**config.mk**
```make
export PLATFORM = sky130hd
export DESIGN_NAME = mem_ctrl
export DESIGN_NICKNAME = d
export VERILOG_FILES = /design/src/rtl/mem_ctrl_pkg.sv /design/src/rtl/mem_ctrl.sv
export SDC_FILE = /design/constraint.sdc
export NUM_CORES = 1
export LEC_CHECK = 0
export CORE_UTILIZATION = 50
export CTS_CLUSTER_SIZE = 20
export DETAILED_ROUTE_END_ITERATION = 16
export PLACE_DENSITY = 0.87
export REMOVE_ABC_BUFFERS = 1
export SKIP_CTS_REPAIR_TIMING = 1
export SLEW_MARGIN = 25
export SYNTH_ARGS = -nofsm -noshare
export SYNTH_HDL_FRONTEND = slang
export SYNTH_SLANG_ARGS = --single-unit
```
**constraint.sdc**
```tcl
create_clock -name clk -period 7.59 [get_ports clk]
set_input_delay 1.518 -clock clk [delete_from_list [all_inputs] [get_ports clk]]
set_output_delay 1.518 -clock clk [all_outputs]
set_load 0.02 [all_outputs]
```
**src/rtl/mem_ctrl_pkg.sv**
```systemverilog
// Shared encodings for the RAM-port controller: access lengths, bus widths, FSM states.
package mem_ctrl_pkg;

  localparam int StallBus   = 6;
  localparam int RamAddrBus = 32;
  localparam int RamDataBus = 8;

  typedef enum logic [1:0] {
    LenByte = 2'b00,
    LenHalf = 2'b01,
    LenWord = 2'b10
  } mem_len_e;

  typedef enum logic [2:0] {
    ST_IDLE   = 3'd0,
    ST_IF_RD  = 3'd1,
    ST_MEM_RD = 3'd2,
    ST_MEM_WR = 3'd3,
    ST_DONE   = 3'd4
  } ctrl_state_e;

  // Encoding 2'b11 is unused by the pipeline and is treated as a word.
  function automatic logic [2:0] len_bytes(input logic [1:0] len);
    case (len)
      LenByte: len_bytes = 3'd1;
      LenHalf: len_bytes = 3'd2;
      default: len_bytes = 3'd4;
    endcase
  endfunction

endpackage

```
**src/rtl/mem_ctrl.sv**
```systemverilog
// Serialises IF fetches and MEM loads/stores onto one byte-wide RAM port; MEM wins ties.
// Reads finish N+2 cycles after accept, stores N+1; rdy=0 freezes all state and masks ram_wr_o.
module mem_ctrl
  import mem_ctrl_pkg::*;
#(
  parameter int ADDR_W = RamAddrBus
) (
  input  logic                  clk,
  input  logic                  rst,
  input  logic                  rdy,
  input  logic                  if_req_i,
  input  logic [ADDR_W-1:0]     if_addr_i,
  output logic [31:0]           if_data_o,
  output logic                  if_done_o,
  output logic                  if_stall_req_o,
  input  logic                  mem_req_i,
  input  logic                  mem_we_i,
  input  logic [1:0]            mem_len_i,
  input  logic [ADDR_W-1:0]     mem_addr_i,
  input  logic [31:0]           mem_wdata_i,
  output logic [31:0]           mem_rdata_o,
  output logic                  mem_done_o,
  output logic                  mem_stall_req_o,
  input  logic [RamDataBus-1:0] ram_din_i,
  output logic [RamDataBus-1:0] ram_dout_o,
  output logic [ADDR_W-1:0]     ram_a_o,
  output logic                  ram_wr_o
);

  ctrl_state_e           r_state, w_state_nxt;
  logic [2:0]            r_cnt, r_n;
  logic [31:0]           r_buf, w_buf, r_wdata, r_if_data, r_mem_rdata;
  logic                  r_if_done, r_mem_done, r_wr;
  logic [ADDR_W-1:0]     r_ram_a;
  logic [RamDataBus-1:0] r_dout;
  logic [1:0]            w_idx;
  logic                  w_last_rd, w_last_wr, w_abort;

  assign w_last_rd = (r_cnt == r_n);
  assign w_last_wr = (r_cnt == r_n - 3'd1);
  assign w_abort   = (r_state == ST_IF_RD) && !if_req_i;

  // Read data lags the address by one cycle, so count k holds byte k-1.
  always_comb begin
    w_buf = r_buf;
    w_idx = r_cnt[1:0] - 2'd1;
    w_buf[{w_idx, 3'b000} +: RamDataBus] = ram_din_i;
  end

  always_ff @(posedge clk or posedge rst) begin
    if (rst) r_state <= ST_IDLE;
    else     r_state <= w_state_nxt;
  end

  always_comb begin
    w_state_nxt = r_state;
    case (r_state)
      ST_IDLE: begin
        if (mem_req_i)     w_state_nxt = mem_we_i ? ST_MEM_WR : ST_MEM_RD;
        else if (if_req_i) w_state_nxt = ST_IF_RD;
      end
      ST_IF_RD: begin
        if (w_abort)        w_state_nxt = ST_IDLE;
        else if (w_last_rd) w_state_nxt = ST_DONE;
      end
      ST_MEM_RD: if (w_last_rd) w_state_nxt = ST_DONE;
      ST_MEM_WR: if (w_last_wr) w_state_nxt = ST_DONE;
      default:   w_state_nxt = ST_IDLE;
    endcase
    if (!rdy) w_state_nxt = r_state;
  end

  always_ff @(posedge clk or posedge rst) begin
    if (rst) begin
      r_cnt       <= '0;
      r_n         <= '0;
      r_buf       <= '0;
      r_wdata     <= '0;
      r_if_data   <= '0;
      r_mem_rdata <= '0;
      r_if_done   <= 1'b0;
      r_mem_done  <= 1'b0;
      r_wr        <= 1'b0;
      r_ram_a     <= '0;
      r_dout      <= '0;
    end else if (rdy) begin
      r_if_done  <= 1'b0;
      r_mem_done <= 1'b0;
      case (r_state)
        ST_IDLE: begin
          if (mem_req_i || if_req_i) begin
            r_cnt   <= '0;
            r_buf   <= '0;
            r_n     <= mem_req_i ? len_bytes(mem_len_i) : 3'd4;
            r_ram_a <= mem_req_i ? mem_addr_i : if_addr_i;
            if (mem_req_i && mem_we_i) begin
              r_wr    <= 1'b1;
              r_dout  <= mem_wdata_i[7:0];
              r_wdata <= {8'h00, mem_wdata_i[31:8]};
            end
          end
        end
        ST_IF_RD, ST_MEM_RD: begin
          if (!w_abort) begin
            if (w_last_rd) begin
              if (r_state == ST_IF_RD) begin
                r_if_data <= w_buf;
                r_if_done <= 1'b1;
              end else begin
                r_mem_rdata <= w_buf;
                r_mem_done  <= 1'b1;
              end
            end else begin
              if (r_cnt != 3'd0) r_buf <= w_buf;
              if (!w_last_wr) r_ram_a <= r_ram_a + ADDR_W'(1);
              r_cnt <= r_cnt + 3'd1;
            end
          end
        end
        ST_MEM_WR: begin
          if (w_last_wr) begin
            r_wr       <= 1'b0;
            r_mem_done <= 1'b1;
          end else begin
            r_ram_a <= r_ram_a + ADDR_W'(1);
            r_dout  <= r_wdata[7:0];
            r_wdata <= {8'h00, r_wdata[31:8]};
            r_cnt   <= r_cnt + 3'd1;
          end
        end
        default: ;
      endcase
    end
  end

  assign if_data_o       = r_if_data;
  assign if_done_o       = r_if_done;
  assign mem_rdata_o     = r_mem_rdata;
  assign mem_done_o      = r_mem_done;
  assign ram_a_o         = r_ram_a;
  assign ram_dout_o      = r_dout;
  assign ram_wr_o        = r_wr & rdy;
  assign if_stall_req_o  = if_req_i & ~r_if_done;
  assign mem_stall_req_o = mem_req_i & ~r_mem_done;

endmodule

```
# Yosys cells after proc, flatten, opt, wreduce, memory -nomap -nowiden

Cells that the tools add are included.

Add/sub/neg operators: 5
Shift operators: 2
Bitwise gates (word level): 7
Multipliers: 0
Eq/ne operators: 14
Order comparisons: 0
Multiplexer cells: 47
Div/mod/pow operators: 0
Reduce and logical (&&, ||, !) cells: 20

Operators with widths:

| cell                                                 | count |
|---|---|
| 2-to-1 mux 32 bit                                    | 12 |
| one-hot mux 32 bit (2 select lines)                  | 2 |
| one-hot mux 32 bit (3 select lines)                  | 1 |
| adder 32 x 1 -> 32 bit, second input constant        | 1 |
| bitwise mux 32 bit                                   | 1 |
| variable shift 8 x 7 -> 32 bit, first input constant | 1 |
| indexed part select 8 x 7 -> 32 bit                  | 1 |
| 2-to-1 mux 3 bit                                     | 10 |
| AND reduction 5 bit                                  | 5 |
| 2-to-1 mux 8 bit                                     | 3 |
| one-hot mux 8 bit (2 select lines)                   | 1 |
| inequality test 2 bit, second input constant         | 7 |
| 2-to-1 mux 1 bit                                     | 12 |
| one-hot mux 3 bit (4 select lines)                   | 1 |
| AND reduction 6 bit                                  | 2 |
| one-hot mux 3 bit (3 select lines)                   | 1 |
| negation 5 -> 7 bit                                  | 1 |
| == test 3 x 2 -> 1 bit, second input constant        | 2 |
| == test 3 bit                                        | 2 |
| one-hot mux 3 bit (2 select lines)                   | 1 |
| AND reduction 3 bit                                  | 2 |
| nonzero test 3 bit                                   | 2 |
| inverter 1 bit                                       | 4 |
| one-hot mux 1 bit (2 select lines)                   | 2 |
| other kinds (14)                                     | 18 |

Input bits: 112
Memory bits (writable): 0
Output and inout bits: 109
Memory bits (read-only): 0
Memories kept: 0
Word-level logic and storage cells: 107
Register bits: 180
Latch bits: 0

# Longest topological paths before layout

Gate-level depths: netlist (run 1).

Depth after elaboration: 8
Mapped depth: 10
Mapped depth without buffers: 7

# Least setup slack after synthesis (run 1)

OpenSTA, ideal clock, no wires.

Path type: input to output
Start point: input mem_req_i
End point: output mem_stall_req_o
Buffers on the path: 3
Data arrival time: 2692 ps
Setup slack: 3380 ps
Required time: 6072 ps
Cell stages on the path: 5
Cells stage by stage: clkbuf_1 -> buf_2 -> buf_1 -> inv_1 -> nor2_1

Longest elaborated chain between the ends: 1

RTL lines:

| what               | RTL line        | source |
|---|---|---|
| start: declaration | mem_ctrl.sv:16  | `input logic mem_req_i,` |
| AND 1 bit          | mem_ctrl.sv:144 | `assign mem_stall_req_o = mem_req_i & ~r_mem_done;` |
| end: declaration   | mem_ctrl.sv:23  | `output logic mem_stall_req_o,` |

No other way between the ends.

# Worst setup path in the final report (run 1)

Same ends and word-level chain as after synthesis.

==> results.md, run 1 <==
- Status: finished, final reports clean
- Core Util, Final: between 60 and 70%
- Fin cells: about 1300
- Worst slew margin: 27.3%
- Tightest Pin Transition: roughly 1.1 ns
- Ys Warns: 0
- Iter 0 DRT Violations: roughly 700
- Clk_lat worst skew: between 0.4 and 0.5 ns
- Setup violations, final: 0
- # DRC: 0
- Worst EP arrival: about 3 ns
- Std cell rows: 47
- Slowest cell on the critical path: clkdlybuf4s50_1
- EDFF count, synth: 0
- Tot Pwr: 4.99 mW
- Routed wire length per instance: about 18 um
- Avg Vias per Cell: 5.98
- I/O Buffers: 220
- Num CTS Buffers: 17
- GRT overflow: 0
- Critical Path Max Stage Delay: 0.65 ns
- DIE HEIGHT: about 130 um
- Final Slew Violations: 0
- Critical-path cell list: buf_2, buf_4, inv_1, nor2_1, clkdlybuf4s50_1
- Async S/R FF share, synth: 100%
- Minimum clock period: roughly 4.5 ns
- Startpoint types: input pin
- Hold Violations, Final: 0
- Vias: 7934
- Most used DFF post-synth: dfrtp_1
- Number of antenna diodes: 0
- Routed WL: 23.8 mm
- Maxcap violations: 0
- RSZ-0062 raised after global routing: false
- Initial antenna violation count: 0
- WP buf/inv: 4
- # H-tree levels: 4
- Place WS: about 3.1 ns
- Netlist Area Pre-Place: ~8600 um2
- Cells after Synth: just over 900
- FF+latch count, synth: ~170
- Worst min path class: reg2reg
- Final setup TNS: 0 ns
- Lkg Pwr: around 4.9 nW
- Gr usage total: a little over a quarter
- PnR worst setup slack: a little over 3 ns
- TritonCTS Sinks: 172
- Maximum VDD drop: approximately 0.00025 V
- Filler instances: between 1000 and 1500
- Share of layout cells above drive strength 1: 6.50%
- Synth cell types: 57
- Vias in the first global route: 7613
- Finished Cell Area: around 12000 um2
- Area delta synth->final: 33.7%
- Width of the die: 133 um
- Required @ worst endpoint: roughly 6 ns
- DR pass1 iterations: 5
- Largest net degree at the start of global routing: ~120
- Core area: about 17000 um2
- Routed Antenna Nets: 0
- Initial Util: roughly half
- Period utilization: about three fifths
- Syn Area/Cell: approximately 9.5 um2
- Hold Slack: between 0.4 and 0.5 ns
- Cell family with most CP delay: buffers and inverters
- Multi-input logic area: 3990 um2
- Final HPWL from detailed placement: around 16 mm
- Setup Skew: 0.0126 ns
- CP endpoint kind: primary output
- Cell area power density: 433 nW/um2
- Sequential cell area: between 4000 and 5000 um2
- Maximum root-to-sink buffer count: 2
- First-pass GRT wire length: 38.7 mm
- Placed cell areas: 10900 um2
- Highest clock rate: between 200 and 250 MHz
- CP Max Fanout: 47
- Dpl cells: between 1000 and 1500
- Clock Pin Slew Worst Setup and Hold Paths: 0.07 ns
- TritonCTS clock tree: built
- GP Congestion: between 0.9 and 1
- Nets: about 1200
- Clk root buf: clkbuf_16
- Kind of critical path: in2out
- Ports: about 220
- Full die area: 17800 um2
- Sequential area share after synthesis: between 40% and 50%
registers in the layout, indices dropped and copies added (netlist names):
signal / count
r_state: 3
r_n: 3
ram_a_o: 32
mem_done_o: 1
mem_rdata_o: 32
r_wdata: 24
ram_dout_o: 8
if_data_o: 32
r_wr: 1
r_buf: 32
r_cnt: 3
if_done_o: 1
cell type report:
type / instances / share of cell area (%)
clock buffer: 20 / 3.87
sequential: 172 / 37.3
multi-input combinational: 646 / 34.5
clock inverter: 12 / 1.09
timing repair buffer: 231 / 19.9
inverter: 26 / 0.911
tap: 220 / 2.38
worst paths after layout:
path / cells past startpoint / from / slack [ns] / to
max: 5 / mem_req_i / 3.11 / mem_stall_req_o
min in group asynchronous: 2 / rst / 1.65 / ram_dout_o[6]
max in group asynchronous: 3 / rst / 4.69 / if_data_o[23]
min reg2reg: 1 / r_buf[9] / 0.49 / r_buf[9]
max reg2reg: 7 / r_n[0] / 4.56 / ram_a_o[20]
min: 1 / r_buf[9] / 0.49 / r_buf[9]
per-layer routing:
| layer | global-route usage [%] | up-vias | part of all wire (%) |
|---|---|---|---|
| li1 | - | 3669 | - |
| met1 | 36.1 | 3792 | 42 |
| met2 | 44.5 | 400 | 49 |
| met3 | 4.41 | 73 | 6.7 |
| met4 | 12.6 | 0 | 3.2 |
| met5 | 0 | - | 0 |
placed cells by master, fill, tap and decap left out, types with 6 or more instances in the layout:
master,count
nand3_1,21
a21oi_1,155
clkdlybuf4s50_1,219
mux2_2,10
inv_1,25
and3_1,6
o22a_1,15
o21ai_0,14
o22ai_1,8
and2_1,6
ha_1,8
o21ai_1,7
a22o_1,33
mux2i_1,29
buf_4,10
nor2_1,131
a2bb2oi_1,7
a22oi_1,16
a31oi_1,15
nor3_1,13
dfrtp_1,172
a211oi_1,12
nor2b_1,37
nand2_1,23
clkbuf_16,17
nand4_1,16
synth_stat cells (all sizes together) (2+ instances only):
master / instances / area share [%]
dfrtp: 172 / 50
a21oi: 156 / 9.0
nor2: 132 / 5.7
nor2b: 37 / 2.7
buf: 36 / 2.0
a22o: 33 / 3.3
clkbuf: 33 / 1.4
mux2i: 29 / 3.4
inv: 26 / 1.1
nand2: 24 / 1.0
nand3: 21 / 1.2
o21ai: 21 / 1.2
a22oi: 16 / 1.4
nand4: 16 / 1.2
a31oi: 15 / 1.1
nor3: 15 / 0.87
o22a: 15 / 1.5
a211oi: 12 / 1.0
mux2: 10 / 1.3
ha: 8 / 1.2
o22ai: 8 / 0.58
a2bb2oi: 7 / 0.71
and2: 7 / 0.54
and3: 6 / 0.43
nor4: 6 / 0.51
o311ai: 5 / 0.51
a211o: 4 / 0.41
a41oi: 4 / 0.41
o31ai: 4 / 0.67
a21o: 3 / 0.26
nand2b: 3 / 0.22
o32a: 3 / 0.35
or2: 3 / 0.22
xnor2: 3 / 0.30
xor2: 3 / 0.48
a32oi: 2 / 0.20
nor3b: 2 / 0.17
or3: 2 / 0.14
where the power goes:
group	switching (mW)	internal, mW	total (mW)
Combinational	1.41	1.11	2.52
Clock	0.380	0.470	0.850
Sequential	0.332	1.30	1.63
kinds of logic (layout without fill, tap and decap cells):
| kind of cell | after synthesis | count (layout) | synth area share [%] |
|---|---|---|---|
| muxes | 39 | 39 | 4.67 |
| xor gates and xnor gates | 7 | 7 | 1.06 |
| DFF | 172 | 172 | 49.8 |
| adders and majority gates | 8 | 8 | 1.16 |
| AOI/OAI and AO/OA | 316 | 316 | 23.6 |
| and+or+nand+nor | 276 | 276 | 15.1 |
| buffers and inverters | 95 | 289 | 4.56 |
Note: power is estimated with default switching activity, not from simulation.
==> inputs of run 2 (changes only) <==
==> constraint.sdc (replaced) <==
create_clock -name clk -period 4.5 [get_ports clk]
set_input_delay 0.9 -clock clk [delete_from_list [all_inputs] [get_ports clk]]
set_output_delay 0.9 -clock clk [all_outputs]
set_load 0.02 [all_outputs]
==> results.md, run 2 (synthesized netlist as in run 1, its figures left out) <==
- Status: finished, final reports clean
- Setup crit start: if_req_i
- Pint: 4.96 mW (+73%)
- DIE HEIGHT: 133 um (unchanged)
- Core Util, Final: 69.6% (+0.49 points)
- Reg power frac: 32.0% (-0.6 points)
- Worst slew margin: 25.0% (-2.3 points)
- Minimum clock period: 3.27 ns
- Critical-path cell list: clkdlybuf4s50_1, inv_1, nor2_1, clkdlybuf4s50_1
- Core area: 16700 um2 (unchanged)
- Std cell rows: 47 (unchanged)
- Startpoint types: input pin
- Placed cell areas: 10900 um2 (+0.24%)
- Width of the die: 133 um (unchanged)
- Slowest cell on the critical path: clkdlybuf4s50_1
- Initial antenna violation count: 0 (unchanged)
- Min-delay src: r_buf[16]
- Most common cell after layout, fill and taps aside: clkdlybuf4s50_1
- Nets: 1216 (+0.16%)
- Comb pwr share: 49.8% (-0.6 points)
- Hold Violations, Final: 0 (unchanged)
- Iter 0 DRT Violations: 662 (-5.3%)
- Largest net degree at the start of global routing: 92 (-20%)
- Final HPWL from detailed placement: 16.0 mm (+1.0%)
- GP Congestion: 0.893 (-2.1%)
- Clock Pin Slew Worst Setup and Hold Paths: 0.07 ns (about the same)
- Maximum root-to-sink buffer count: 2 (unchanged)
- Lkg Pwr: 4.93 nW (+0.79%)
- Period utilization: between 70% and 80%
- Routed Antenna Nets: 0 (unchanged)
- RSZ-0062 raised after global routing: false
- Required @ worst endpoint: 3.60 ns (-2.47 ns)
- Vias in the first global route: 7557 (-0.74%)
- Routed wire length per instance: 17.9 um (-0.28%)
- Final Slew Violations: 0 (unchanged)
- Most used cell, CP: clkdlybuf4s50_1
- Psw: 3.63 mW (+71%)
- Maxcap violations: 0 (unchanged)
- Ports: 221 (unchanged)
- Tightest Pin Transition: 1.11 ns (+0.0249 ns)
- CP endpoint kind: primary output
- Worst min path class: reg2reg
- Avg Vias per Cell: 5.93 (-0.78%)
- First-pass GRT wire length: 38.4 mm (-0.70%)
- Finished Cell Area: 11600 um2 (+0.70%)
- Clk_lat worst skew: 0.43 ns (about the same)
- Clk root buf: clkbuf_16
- Number of antenna diodes: 0 (unchanged)
- Num CTS Buffers: 17 (unchanged)
- TritonCTS Sinks: 172 (unchanged)
- I/O Buffers: 220 (unchanged)
- CP Max Fanout: 4 (-91%)
- Vias: 7884 (-0.63%)
- # DRC: 0 (unchanged)
- Kind of critical path: in2out
- TritonCTS clock tree: built
- Highest clock rate: 306 MHz
- Final setup TNS: 0 ns (unchanged)
- Cell area power density: 739 nW/um2 (+71%)
- DR pass1 iterations: 5 (unchanged)
- Clk pwr share: 18.2% (+1.2 points)
- R2R Path Start: r_n[0]
- Fin cells: 1329 (+0.15%)
- Setup violations, final: 0 (unchanged)
- # H-tree levels: 4 (unchanged)
- Maximum VDD drop: 0.000415 V (+67%)
- Gr usage total: 27.3% (-0.14 points)
- Initial Util: 51.7% (unchanged)
- Dpl cells: 1296 (+0.15%)
- Area delta synth->final: 34.6%
- Share of layout cells above drive strength 1: 6.67% (+0.17 points)
- Most frequent cells in the layout: 219 x clkdlybuf4s50_1, 172 x dfrtp_1, 155 x a21oi_1
- Worst EP arrival: 2.37 ns (-0.59 ns)
- Routed WL: 23.8 mm (-0.13%)
- Full die area: 17800 um2 (unchanged)
- GRT overflow: 0 (unchanged)
- Setup Skew: 0.0128 ns (+0.000220 ns)
- Net Sw Frac: 42.2% (-0.27 points)
- Critical Path Max Stage Delay: 0.61 ns (-0.04 ns)
run 2: worst paths after layout:
path | cells past startpoint | endpoint | slack [ns]
setup reg to reg | 7 | ram_a_o[20] | 1.64
min in group asynchronous | 2 | mem_rdata_o[10] | 1.03
hold / removal | 1 | r_buf[16] | 0.50
max in group asynchronous | 3 | r_buf[21] | 2.57
hold reg to reg | 1 | r_buf[16] | 0.50
setup / recovery | 4 | if_stall_req_o | 1.23
run 2: area by class of cell:
cell class	count	area, um2
Fill cell	1279	5080
Timing Repair Buffer	233	2330
Clock buffer	18	429
Inverter	26	103
Tap cell	220	275
Sequential cell	172	4300
Multi-Input combinational cell	646	3990
Clock inverter	14	196
run 2: power groups by stage:
stage | combinational [mW] | sequential [mW] | clock, mW
CTS | 4.20 | 2.73 | 1.58
global route | 4.62 | 2.83 | 1.64
finish | 4.28 | 2.75 | 1.56
floorplan | 2.03 | 3.18 | 0
global placement | 4.03 | 2.73 | 0
detailed placement | 4.15 | 2.75 | 0
run 2: through the flow:
stage | setup slack, ns | hold WS, ns | power (mW)
after floorplan | -1.06 | 0.458 | 5.21
after global placement | 1.23 | 0.475 | 6.76
after detailed placement | 1.19 | 0.476 | 6.90
after CTS | 1.27 | 0.500 | 8.51
after global routing | 1.22 | 0.512 | 9.09
final | 1.23 | 0.497 | 8.59
run 2: metal layers:
layer	GRT usage (%)	up-vias	part of all wire, %
li1	-	3665	-
met1	35.3	3758	41
met2	44.0	395	48
met3	5.33	66	6.9
met4	13.3	0	3.7
met5	0	-	0
run 2: worst max-delay path, delay by kind of cell:
| kind | cells | cell delay [ns] |
|---|---|---|
| buffers and inverters | 3 | 1.33 |
| and+or+nand+nor | 1 | 0.13 |
